## src/rtl/multi_timer_pkg.sv

```systemverilog
// multi_timer_pkg -- shared types and constants for the multi-channel timer.
//   state_t        : per-channel FSM state (IDLE / RUN)
//   CPT_SIM/BOARD  : clock cycles per tick for simulation and for the board
//   psc_width()    : prescaler counter width for a given cycles-per-tick
package multi_timer_pkg;

  typedef enum logic {
    ST_IDLE = 1'b0,
    ST_RUN  = 1'b1
  } state_t;

  localparam int CPT_SIM   = 10;
  localparam int CPT_BOARD = 100_000_000;

  // Width of a counter holding 0..cpt-1; at least one bit.
  function automatic int psc_width(input int cpt);
    return (cpt < 2) ? 1 : $clog2(cpt);
  endfunction

endpackage

```

## src/rtl/multi_timer_ch.sv

```systemverilog
// multi_timer_ch -- one independent one-shot delay timer channel.
//   clk, rst   : clock, synchronous active-high reset
//   start      : start level; a 0->1 transition triggers
//   delay      : delay in ticks, sampled only on the trigger cycle
//   abort      : level abort, returns the channel to idle without done
//   out_sig    : high while running
//   done       : one-cycle pulse on natural expiry (or zero-delay trigger)
//   remaining  : ticks left including the current partial tick, 0 when idle
// Build option MULTI_TIMER_RETRIGGER_EN: a start edge while running reloads
// the delay instead of being ignored.
module multi_timer_ch
  import multi_timer_pkg::*;
#(
  parameter int DELAY_W             = 5,
  parameter int CLK_CYCLES_PER_TICK = CPT_SIM
) (
  input  logic               clk,
  input  logic               rst,
  input  logic               start,
  input  logic [DELAY_W-1:0] delay,
  input  logic               abort,
  output logic               out_sig,
  output logic               done,
  output logic [DELAY_W-1:0] remaining
);

  localparam int              PSC_W    = psc_width(CLK_CYCLES_PER_TICK);
  localparam logic [PSC_W-1:0] PSC_LAST = PSC_W'(CLK_CYCLES_PER_TICK - 1);

  state_t           state;
  logic [PSC_W-1:0] psc;
  logic             start_q;
  logic             trig;

  assign trig = start & ~start_q;

  always_ff @(posedge clk) begin
    if (rst) begin
      state     <= ST_IDLE;
      psc       <= '0;
      remaining <= '0;
      out_sig   <= 1'b0;
      done      <= 1'b0;
      // All ones so a start level held across reset release cannot trigger.
      start_q   <= 1'b1;
    end else begin
      start_q <= start;
      done    <= 1'b0;
      if (abort) begin
        // Abort beats any simultaneous edge; in idle this is a no-op.
        state     <= ST_IDLE;
        psc       <= '0;
        remaining <= '0;
        out_sig   <= 1'b0;
      end else begin
        case (state)
          ST_IDLE: begin
            if (trig) begin
              if (delay != '0) begin
                state     <= ST_RUN;
                out_sig   <= 1'b1;
                remaining <= delay;
                psc       <= '0;
              end else begin
                done <= 1'b1;
              end
            end
          end
          ST_RUN: begin
`ifdef MULTI_TIMER_RETRIGGER_EN
            if (trig) begin
              psc <= '0;
              if (delay != '0) begin
                remaining <= delay;
              end else begin
                state     <= ST_IDLE;
                out_sig   <= 1'b0;
                remaining <= '0;
                done      <= 1'b1;
              end
            end else
`endif
            if (psc == PSC_LAST) begin
              psc <= '0;
              if (remaining == DELAY_W'(1)) begin
                state     <= ST_IDLE;
                out_sig   <= 1'b0;
                remaining <= '0;
                done      <= 1'b1;
              end else if (remaining != '0) begin
                remaining <= remaining - DELAY_W'(1);
              end
            end else begin
              psc <= psc + PSC_W'(1);
            end
          end
          default: begin
            state   <= ST_IDLE;
            out_sig <= 1'b0;
          end
        endcase
      end
    end
  end

endmodule

```

## src/rtl/multi_timer.sv

```systemverilog
// multi_timer -- NUM_CH independent one-shot delay timers.
//   clk, rst   : clock, synchronous active-high reset
//   start      : [NUM_CH] per-channel start level (rising edge triggers)
//   delay      : [NUM_CH*DELAY_W] channel i at [i*DELAY_W +: DELAY_W]
//   abort      : [NUM_CH] per-channel level abort
//   out_sig    : [NUM_CH] high while channel runs
//   done       : [NUM_CH] one-cycle expiry pulse
//   remaining  : [NUM_CH*DELAY_W] ticks left per channel
// Build option MULTI_TIMER_RETRIGGER_EN: restart a running channel on a
// new start edge (handled inside multi_timer_ch).
module multi_timer
  import multi_timer_pkg::*;
#(
  parameter int NUM_CH              = 4,
  parameter int DELAY_W             = 5,
  parameter int CLK_CYCLES_PER_TICK = CPT_SIM
) (
  input  logic                      clk,
  input  logic                      rst,
  input  logic [NUM_CH-1:0]         start,
  input  logic [NUM_CH*DELAY_W-1:0] delay,
  input  logic [NUM_CH-1:0]         abort,
  output logic [NUM_CH-1:0]         out_sig,
  output logic [NUM_CH-1:0]         done,
  output logic [NUM_CH*DELAY_W-1:0] remaining
);

  for (genvar i = 0; i < NUM_CH; i++) begin : g_ch
    multi_timer_ch #(
      .DELAY_W             (DELAY_W),
      .CLK_CYCLES_PER_TICK (CLK_CYCLES_PER_TICK)
    ) u_ch (
      .clk       (clk),
      .rst       (rst),
      .start     (start[i]),
      .delay     (delay[i*DELAY_W +: DELAY_W]),
      .abort     (abort[i]),
      .out_sig   (out_sig[i]),
      .done      (done[i]),
      .remaining (remaining[i*DELAY_W +: DELAY_W])
    );
  end

endmodule

```

## config.mk

```make
export PLATFORM = sky130hd
export DESIGN_NAME = multi_timer
export DESIGN_NICKNAME = d
export VERILOG_FILES = /design/src/rtl/multi_timer_pkg.sv /design/src/rtl/multi_timer_ch.sv /design/src/rtl/multi_timer.sv
export SDC_FILE = /design/constraint.sdc
export NUM_CORES = 1
export LEC_CHECK = 0
export CORE_MARGIN = 2
export CORE_UTILIZATION = 58
export CTS_BUF_LIST = sky130_fd_sc_hd__clkbuf_8
export DETAILED_ROUTE_END_ITERATION = 8
export HOLD_SLACK_MARGIN = 0.08
export PLACE_DENSITY = 0.87
export SYNTH_ARGS = -nofsm -noshare
export SYNTH_HDL_FRONTEND = slang
export SYNTH_SLANG_ARGS = --single-unit
```

## constraint.sdc

```tcl
create_clock -name clk -period 4.66 [get_ports clk]
set_input_delay 0.699 -clock clk [delete_from_list [all_inputs] [get_ports clk]]
set_output_delay 0.699 -clock clk [all_outputs]
set_load 0.01 [all_outputs]
```

; Word level (Yosys, flattened, before mapping)
; Index checks and enable logic that the tools add are counted.
[classes]
n_mux = 100
addsub = 8
reduce_logical = 24
n_eq_ne = 28
bitwise = 12
[ops]
columns = op, count
row1 = $mux 5, 20
row2 = $mux 1, 48
row3 = $mux 4, 12
row4 = $pmux 5 s2, 4
row5 = $reduce_bool 5->1, 8
row6 = $pmux 4 s2, 4
row7 = $reduce_and 4->1, 8
row8 = $pmux 1 s2, 12
row9 = $eq 5x1->1 const B, 4
row10 = $sub 5x1->5 const B, 4
row11 = $add 4x1->4 const B, 4
row12 = $eq 4x4->1 const B, 4
row13 = $ne 2x1->1 const B, 8
row14 = $ne 2x2->1 const B, 8
row15 = $ne 3x3->1 const B, 4
row16 = $not 1->1, 8
row17 = $reduce_and 2->1, 4
row18 = $reduce_or 2->1, 4
row19 = $and 1x1->1, 4
[totals]
output_inout_bits = 28
inputBits = 30
register_bits = 52
wordCells = 196

; Depth between registers and ports, before layout
; Gate-level depths: netlist (run 1).
[logic_depth]
ltp_word = 5
depth_mapped = 7

; By module
; From an unflattened synthesis (run 1), not the netlist that was laid out.
[unflattened]
cells_unflattened = 349
area_unflattened_um2 = 3218.1
[modules_own_cells]
columns = mod, area_each_um2, instances, seq_area_each_um2, cells_each
row1 = multi_timer_ch at g_ch[1].u_ch ..., 809.5, 3, 260.2, 87
row2 = multi_timer_ch at g_ch[0].u_ch, 789.5, 1, 260.2, 88

; Least setup slack after synthesis (run 1)
; Ideal clock, no wire load.
[synth_path]
path_type = input -> register
from = in delay[12]
to = reg g_ch[2].u_ch.remaining[3]
cell_stages = 4
path_slack_ps = 2691
setup_ps = 134
n_path_buf = 0
arrival_time_ps = 1835
path_cell_list = or4_4 or3_1 a21oi_1 a211oi_1
[synth_via]
elab_chain_cells = 3
[synth_lines]
columns = element, line
row1 = "start, declared", multi_timer.sv:21  ; input logic [NUM_CH*DELAY_W-1:0] delay,
row2 = $reduce_bool 5->1, multi_timer_ch.sv:59  ; if (delay != '0) begin
row3 = $ne 2x1->1 (no source line), --
row4 = $reduce_and 4->1 (no source line), --
row5 = "end signal, assigned", multi_timer_ch.sv:62  ; remaining <= delay;
row6 = "end signal, assigned", multi_timer_ch.sv:91  ; remaining <= remaining - DELAY_W'(1);
row7 = "end, declared", multi_timer_ch.sv:24  ; output logic [DELAY_W-1:0] remaining
; Every way passes these cells.
; A chain may end at the register's enable or synchronous reset.

; Final worst setup path (run 1)
[layout_path]
from = reg g_ch[1].u_ch.remaining[1]
to = reg g_ch[1].u_ch.remaining[3]
[layout_via]
elab_chain_cells = 5
[layout_lines]
columns = element, line
row1 = "start, declared", multi_timer_ch.sv:24
row2 = "start signal, assigned", multi_timer_ch.sv:62
row3 = "start signal, assigned", multi_timer_ch.sv:91
row4 = $sub 5x1->5, multi_timer_ch.sv:91
row5 = $mux 5, multi_timer_ch.sv:90  ; end else if (remaining != '0) begin
row6 = $mux 5, multi_timer_ch.sv:85  ; if (remaining == DELAY_W'(1)) begin
row7 = $mux 5, multi_timer_ch.sv:83  ; if (psc == PSC_LAST) begin
row8 = $pmux 5 s2, multi_timer_ch.sv:56  ; case (state)
; Several ways; a longest one is shown, not always the timed one. The select of a mux whose other input is x is not followed.

==> run_results.csv, run 1 <==
group,metric,value,unit
sta,rsz0062_at_grt,"false",
worst_hold_path,holdCritPathClass,"reg -> reg",
setup_path,cp.arrival,2.47,ns
setup_path,crit_type,"reg -> reg",
clock_network,cts_tree,"done",
clock_network,clk_pin_slew,0.10,ns
clock_network,numCtsBuffers,5,
clock_network,clk_latency,0.31,ns
synthesis,avgSynthCellArea,8.713,um^2
synthesis,synth_edf_count,0,
global_routing,grt_use_total,0.2575,
drt,drt_wl_total,7667,um
final_layout,stdcell_count,475,
global_routing,antenna_found_initial,0,
clock_network,clockRootBuffer,"clkbuf_8",
clock_network,ctsResizeCount,0,
sta,tns,0,ns
synthesis,yosysMostFrequentCell,"dfxtp_1",
sta,maxSlewViolCount,0,
global_routing,globalRouteOverflowTotal,0,
sta,worst_pin_slew,0.8785,ns
global_routing,grt_pass1_wl,12850,um
final_layout,synthToLayoutAreaGrowth,21.14,%
floorplan,core,0.005140,mm^2
sta,hold_violations,0,
setup_path,start_kind,"flip-flop",
floorplan,dieWidth,77.34,um
synthesis,seq_area_frac_synth,0.3337,
global_routing,grt_max_degree,17,
setup_path,required,4.84,ns
placed_design,dp_cells,467,
sta,finalSetupViolCount,0,
clock_network,post-cts-setup-buffers,0,
sta,finalCriticalPeriod,2.290,ns
final_layout,antennaDiodeCount,0,
final_layout,fin_nets,454,
synthesis,synthTopCellsByCount,"52 x dfxtp_1, 34 x a21oi_1, 32 x nor2_1",
synthesis,syn_nets,408,
placed_design,port_buffers,57,
placed_design,gp_congestion,0.9784,
run_status,status,"finished, final reports clean",
synthesis,synth_ff_type,"dfxtp_1",
power,ir_worst_vdd,0.1376,mV
clock_network,cts_max_path_buffers,2,
drt,avgRoutedWirePerCell,16.14,um
synthesis,postSynth.asyncResetShare,0,
synthesis,syn-cell-area,0.003119,mm^2
synthesis,synth_seq_cells,52,
drt,dr.pass1.iters,5,
floorplan,start_util,0.6069,
setup_path,end_kind,"flip-flop",
drt,drcViolationCount,0,
power,power.static_leakage,1.322,nW
drt,vias,2968,
floorplan,die_h,77.34,um
synthesis,synth_warnings,0,
final_layout,drive_above_1_share,0.08148,
sta,max_slew_margin,0.4061,
drt,viasPerCell,6.248,
synthesis,netlist_top_cells_area,"dfxtp_1 33%, ha_1 8.0%, a21oi_1 5.5%",
drt,drtIter0Drc,219,
setup_path,crit_fanout,5,
clock_network,htreeDepth,2,
clock_network,cts_sinks,52,
clock_network,hold_buffers,0,
power,total_power,0.9045,mW
synthesis,yosys.area.top_type,"dfxtp_1",
placed_design,dpl.hpwl,5448,um
synthesis,yosysTopAreaCellShare,0.3337,
power,power_density,239.4,mW/mm^2
floorplan,io-pin-count,58,
sta,fin_skew,0.007982,ns
floorplan,rows,26,
synthesis,synth_cell_types,62,
drt,ant_nets,0,
sta,fmax,436.7,MHz
synthesis,syn_inst,358,
flow_run,maxCapViolCount,0,
sta,post-route-period-util,0.4913,
floorplan,die_area,0.005981,mm^2
global_routing,grt_pass1_vias,2847,
-- registers in the layout, summed over array words and instances, names as in the netlist --
| signal | cells |
|---|---|
| g_ch.u_ch.remaining | 20 |
| g_ch.u_ch.psc | 16 |
| g_ch.u_ch.done | 4 |
| g_ch.u_ch.state | 4 |
| g_ch.u_ch.start_q | 4 |
| g_ch.u_ch.out_sig | 4 |
-- worst paths after layout --
check                            startpoint                   endpoint  slack [ns]  cells past startpoint
hold / removal         g_ch[0].u_ch.out_sig       g_ch[0].u_ch.out_sig        0.50                      2
setup reg to reg  g_ch[1].u_ch.remaining[1]  g_ch[1].u_ch.remaining[3]        2.37                      6
setup / recovery  g_ch[1].u_ch.remaining[1]  g_ch[1].u_ch.remaining[3]        2.37                      6
hold reg to reg        g_ch[0].u_ch.out_sig       g_ch[0].u_ch.out_sig        0.50                      2
-- area by class of cell --
| cell class | instances | area (um^2) |
|---|---|---|
| flip-flops and latches | 52 | 1041 |
| clock inverters | 3 | 42.54 |
| clock buffers | 5 | 68.82 |
| multi-input cells | 266 | 1886 |
| repair buffers | 57 | 570.5 |
| inverters | 22 | 82.58 |
| fillers | 407 | 1361 |
| well taps | 70 | 87.58 |
-- cell usage in the layout, fill, tap and decap left out, types with 6 or more instances in the layout --
master,Yosys,layout
inv_1,20,20
or2_2,11,11
nor3b_1,8,8
nand3_1,8,8
o31ai_1,6,6
nor2b_1,6,6
nor3_1,12,12
nand2_1,15,15
a211oi_1,11,11
clkdlybuf4s50_1,0,57
a21oi_1,34,34
nor2_1,32,32
dfxtp_1,52,52
ha_1,20,20
a22oi_1,10,10
nand3b_1,6,6
-- metrics by stage --
stage                     instance area [um^2]  utilization  setup slack, ns  hold WS [ns]
final                                     3779       0.7352            2.370        0.4968
after CTS                                 3779       0.7352            2.412        0.4910
after floorplan                           3119            -            2.691        0.4404
after global placement                    3667       0.7135            2.237        0.4593
after global routing                      3779       0.7352            2.226        0.5216
after detailed placement                  3667       0.7135            2.157        0.4665
-- cells by family after synthesis --
| group | after synthesis | synth area share |
|---|---|---|
| simple gates | 129 | 0.2367 |
| compound gates | 108 | 0.2607 |
| flops | 52 | 0.3337 |
| buf+inv | 40 | 0.06177 |
| fa+ha+maj | 20 | 0.08022 |
| xor+xnor | 5 | 0.01404 |
| mux | 4 | 0.01284 |
-- metal layers --
metal  GRT usage  share of wire  up-vias
met5           0              0        -
met4      0.1018          0.013        0
met3     0.04535          0.070       14
met2      0.4200           0.47      141
met1      0.3389           0.44     1380
li1            -              -     1433
-- critical path, cell delays in order, from the launching register on --
cell       delay [ns]
dfxtp_1          0.35
inv_1            0.13
ha_1             0.26
nor4b_1          0.74
a211oi_1         0.11
a2111oi_0        0.48
nor3_1           0.09
-- power by group --
group	total [mW]	internal (mW)	switching, mW
clock	0.314	0.159	0.155
sequential	0.463	0.452	0.0107
combinational	0.128	0.0631	0.0646
total	0.904	0.674	0.230
No activity file was read; power rests on OpenSTA's default activity.
==> run 2, diff against run 1 <==
CORE_UTILIZATION = 54   (was 58)
PLACE_DENSITY = 0.82   (was 0.87)
clock period = 2.35 ns   (was 4.66 ns; I/O delays follow)
==> run_results.csv, run 2 (synthesized netlist as in run 1, its figures left out) <==
group,metric,value,unit
setup_path,r2r_cells,6,
setup_path,required,2.56,ns
setup_path,crit_fanout,7,
placed_design,port_buffers,57,
drt,viasPerCell,6.106,
clock_network,clk_pin_slew,0.10,ns
global_routing,grt_use_total,0.2343,
setup_path,r2r-end,"g_ch[0].u_ch.remaining[0]",
final_layout,synthToLayoutAreaGrowth,21.46,%
flow_run,maxCapViolCount,0,
floorplan,dieWidth,80,um
setup_path,crit_type,"reg -> reg",
sta,finalSetupViolCount,0,
clock_network,numCtsBuffers,5,
sta,fin_skew,0.008716,ns
clock_network,post-cts-setup-buffers,0,
floorplan,die_h,80,um
power,total_power,1.729,mW
final_layout,multi_input_area,0.001886,mm^2
global_routing,grt_max_degree,17,
worst_hold_path,holdCritPathClass,"reg -> reg",
final_layout,final.fill_count,483,
setup_path,cpMaxStageDelayCell,"a22oi_1",
clock_network,hold_buffers,0,
global_routing,grt_pass1_wl,12200,um
floorplan,rows,27,
floorplan,core,0.005540,mm^2
power,power_density,456.4,mW/mm^2
floorplan,start_util,0.5630,
clock_network,htreeDepth,2,
final_layout,fin_nets,457,
final_layout,largest_reg_flops,20,
power,power.static_leakage,1.335,nW
floorplan,die_area,0.006400,mm^2
final_layout,layout_commonest_cell,"clkdlybuf4s50_1",
sta,finalCriticalPeriod,1.844,ns
floorplan,io-pin-count,58,
global_routing,grt_pass1_vias,2669,
setup_path,cp.arrival,2.05,ns
run_status,status,"finished, final reports clean",
setup_path,end_kind,"flip-flop",
drt,drtIter0Drc,132,
drt,drt_wl_total,7465,um
sta,post-route-period-util,0.7847,
setup_path,r2r_slack,0.51,ns
final_layout,largestRegisters,"g_ch.u_ch.remaining: 20 flops, g_ch.u_ch.psc: 16 flops",
sta,tns,0,ns
clock_network,cts_sinks,52,
drt,vias,2931,
sta,max_slew_margin,0.6202,
clock_network,clk_latency,0.31,ns
sta,worst_pin_slew,0.5697,ns
placed_design,gp_congestion,0.8878,
drt,drcViolationCount,0,
final_layout,register_area,0.001041,mm^2
setup_path,reg2reg_from,"g_ch[0].u_ch.remaining[0]",
final_layout,regMostFlops,"g_ch.u_ch.remaining",
final_layout,mostFrequentLayoutCells,"57 x clkdlybuf4s50_1, 52 x dfxtp_1, 34 x a21oi_1, 32 x nor2_1",
sta,maxSlewViolCount,0,
worst_hold_path,holdPathStages,2,
placed_design,dpl.hpwl,5451,um
drt,dr.pass1.iters,5,
sta,rsz0062_at_grt,"false",
clock_network,ctsResizeCount,0,
worst_hold_path,whs_endpoint,"g_ch[0].u_ch.out_sig",
clock_network,clockRootBuffer,"clkbuf_8",
global_routing,globalRouteOverflowTotal,0,
setup_path,start_kind,"flip-flop",
power,ir_worst_vdd,0.3370,mV
worst_hold_path,hold_start,"g_ch[0].u_ch.out_sig",
drt,avgRoutedWirePerCell,15.55,um
final_layout,antennaDiodeCount,0,
global_routing,antenna_found_initial,0,
setup_path,crit_chain,"inv_1 > ha_1 > nor4bb_1 > a22oi_1 > and2_1 > a211oi_1",
drt,ant_nets,0,
clock_network,cts_max_path_buffers,2,
sta,fmax,542.3,MHz
sta,hold_violations,0,
clock_network,cts_tree,"done",
setup_path,cpPeakStageDelay,0.47,ns
final_layout,drive_above_1_share,0.08824,
==> run 2: layout make-up <==
cell class	count	share of cell area
repair buffers	60	0.1565
well taps	72	0.02378
multi-input cells	266	0.4977
flip-flops and latches	52	0.2748
clock buffers	6	0.02180
clock inverters	2	0.003633
inverters	22	0.02180
==> run 2: metrics by stage <==
stage	setup slack, ns	area (um^2)	instances	hold WS [ns]	util
floorplan	0.6057	3119	358	0.4404	-
CTS	0.5335	3789	480	0.4834	0.6838
global placement	0.2629	3692	472	0.4566	0.6664
finish	0.5060	3789	480	0.4818	0.6838
global route	0.3730	3789	480	0.5099	0.6838
detailed placement	0.2184	3692	472	0.4674	0.6664
==> run 2: where the power goes <==
group	internal, mW	total (mW)	switching [mW]
combinational	0.127	0.254	0.127
clock	0.242	0.559	0.317
sequential	0.897	0.917	0.0198
==> run 2: how the worst max path moves through the flow <==
stage	start	end	slack (ns)	depth (start not counted)
after floorplan	g_ch[0].u_ch.remaining[0]	g_ch[0].u_ch.remaining[2]	0.61	6
after global placement	delay[12]	g_ch[2].u_ch.remaining[0]	0.26	5
after detailed placement	delay[12]	g_ch[2].u_ch.remaining[3]	0.22	5
after CTS	g_ch[1].u_ch.state	g_ch[1].u_ch.remaining[0]	0.53	4
after global routing	g_ch[0].u_ch.remaining[1]	g_ch[0].u_ch.remaining[0]	0.37	6
final	g_ch[0].u_ch.remaining[0]	g_ch[0].u_ch.remaining[0]	0.51	6
==> run 2: metal layers <==
metal,up-vias,share of wire,track usage
li1,1434,-,-
met1,1368,0.46,0.3084
met2,119,0.47,0.3850
met3,10,0.058,0.04299
met4,0,0.011,0.07797
met5,-,0,0
==> run 2: critical path, delay by kind of cell (launching register included) <==
| family | cells | cell delay, ns |
|---|---|---|
| compound gates | 2 | 0.58 |
| flops | 1 | 0.43 |
| buf+inv | 1 | 0.10 |
| simple gates | 2 | 0.43 |
| fa+ha+maj | 1 | 0.19 |
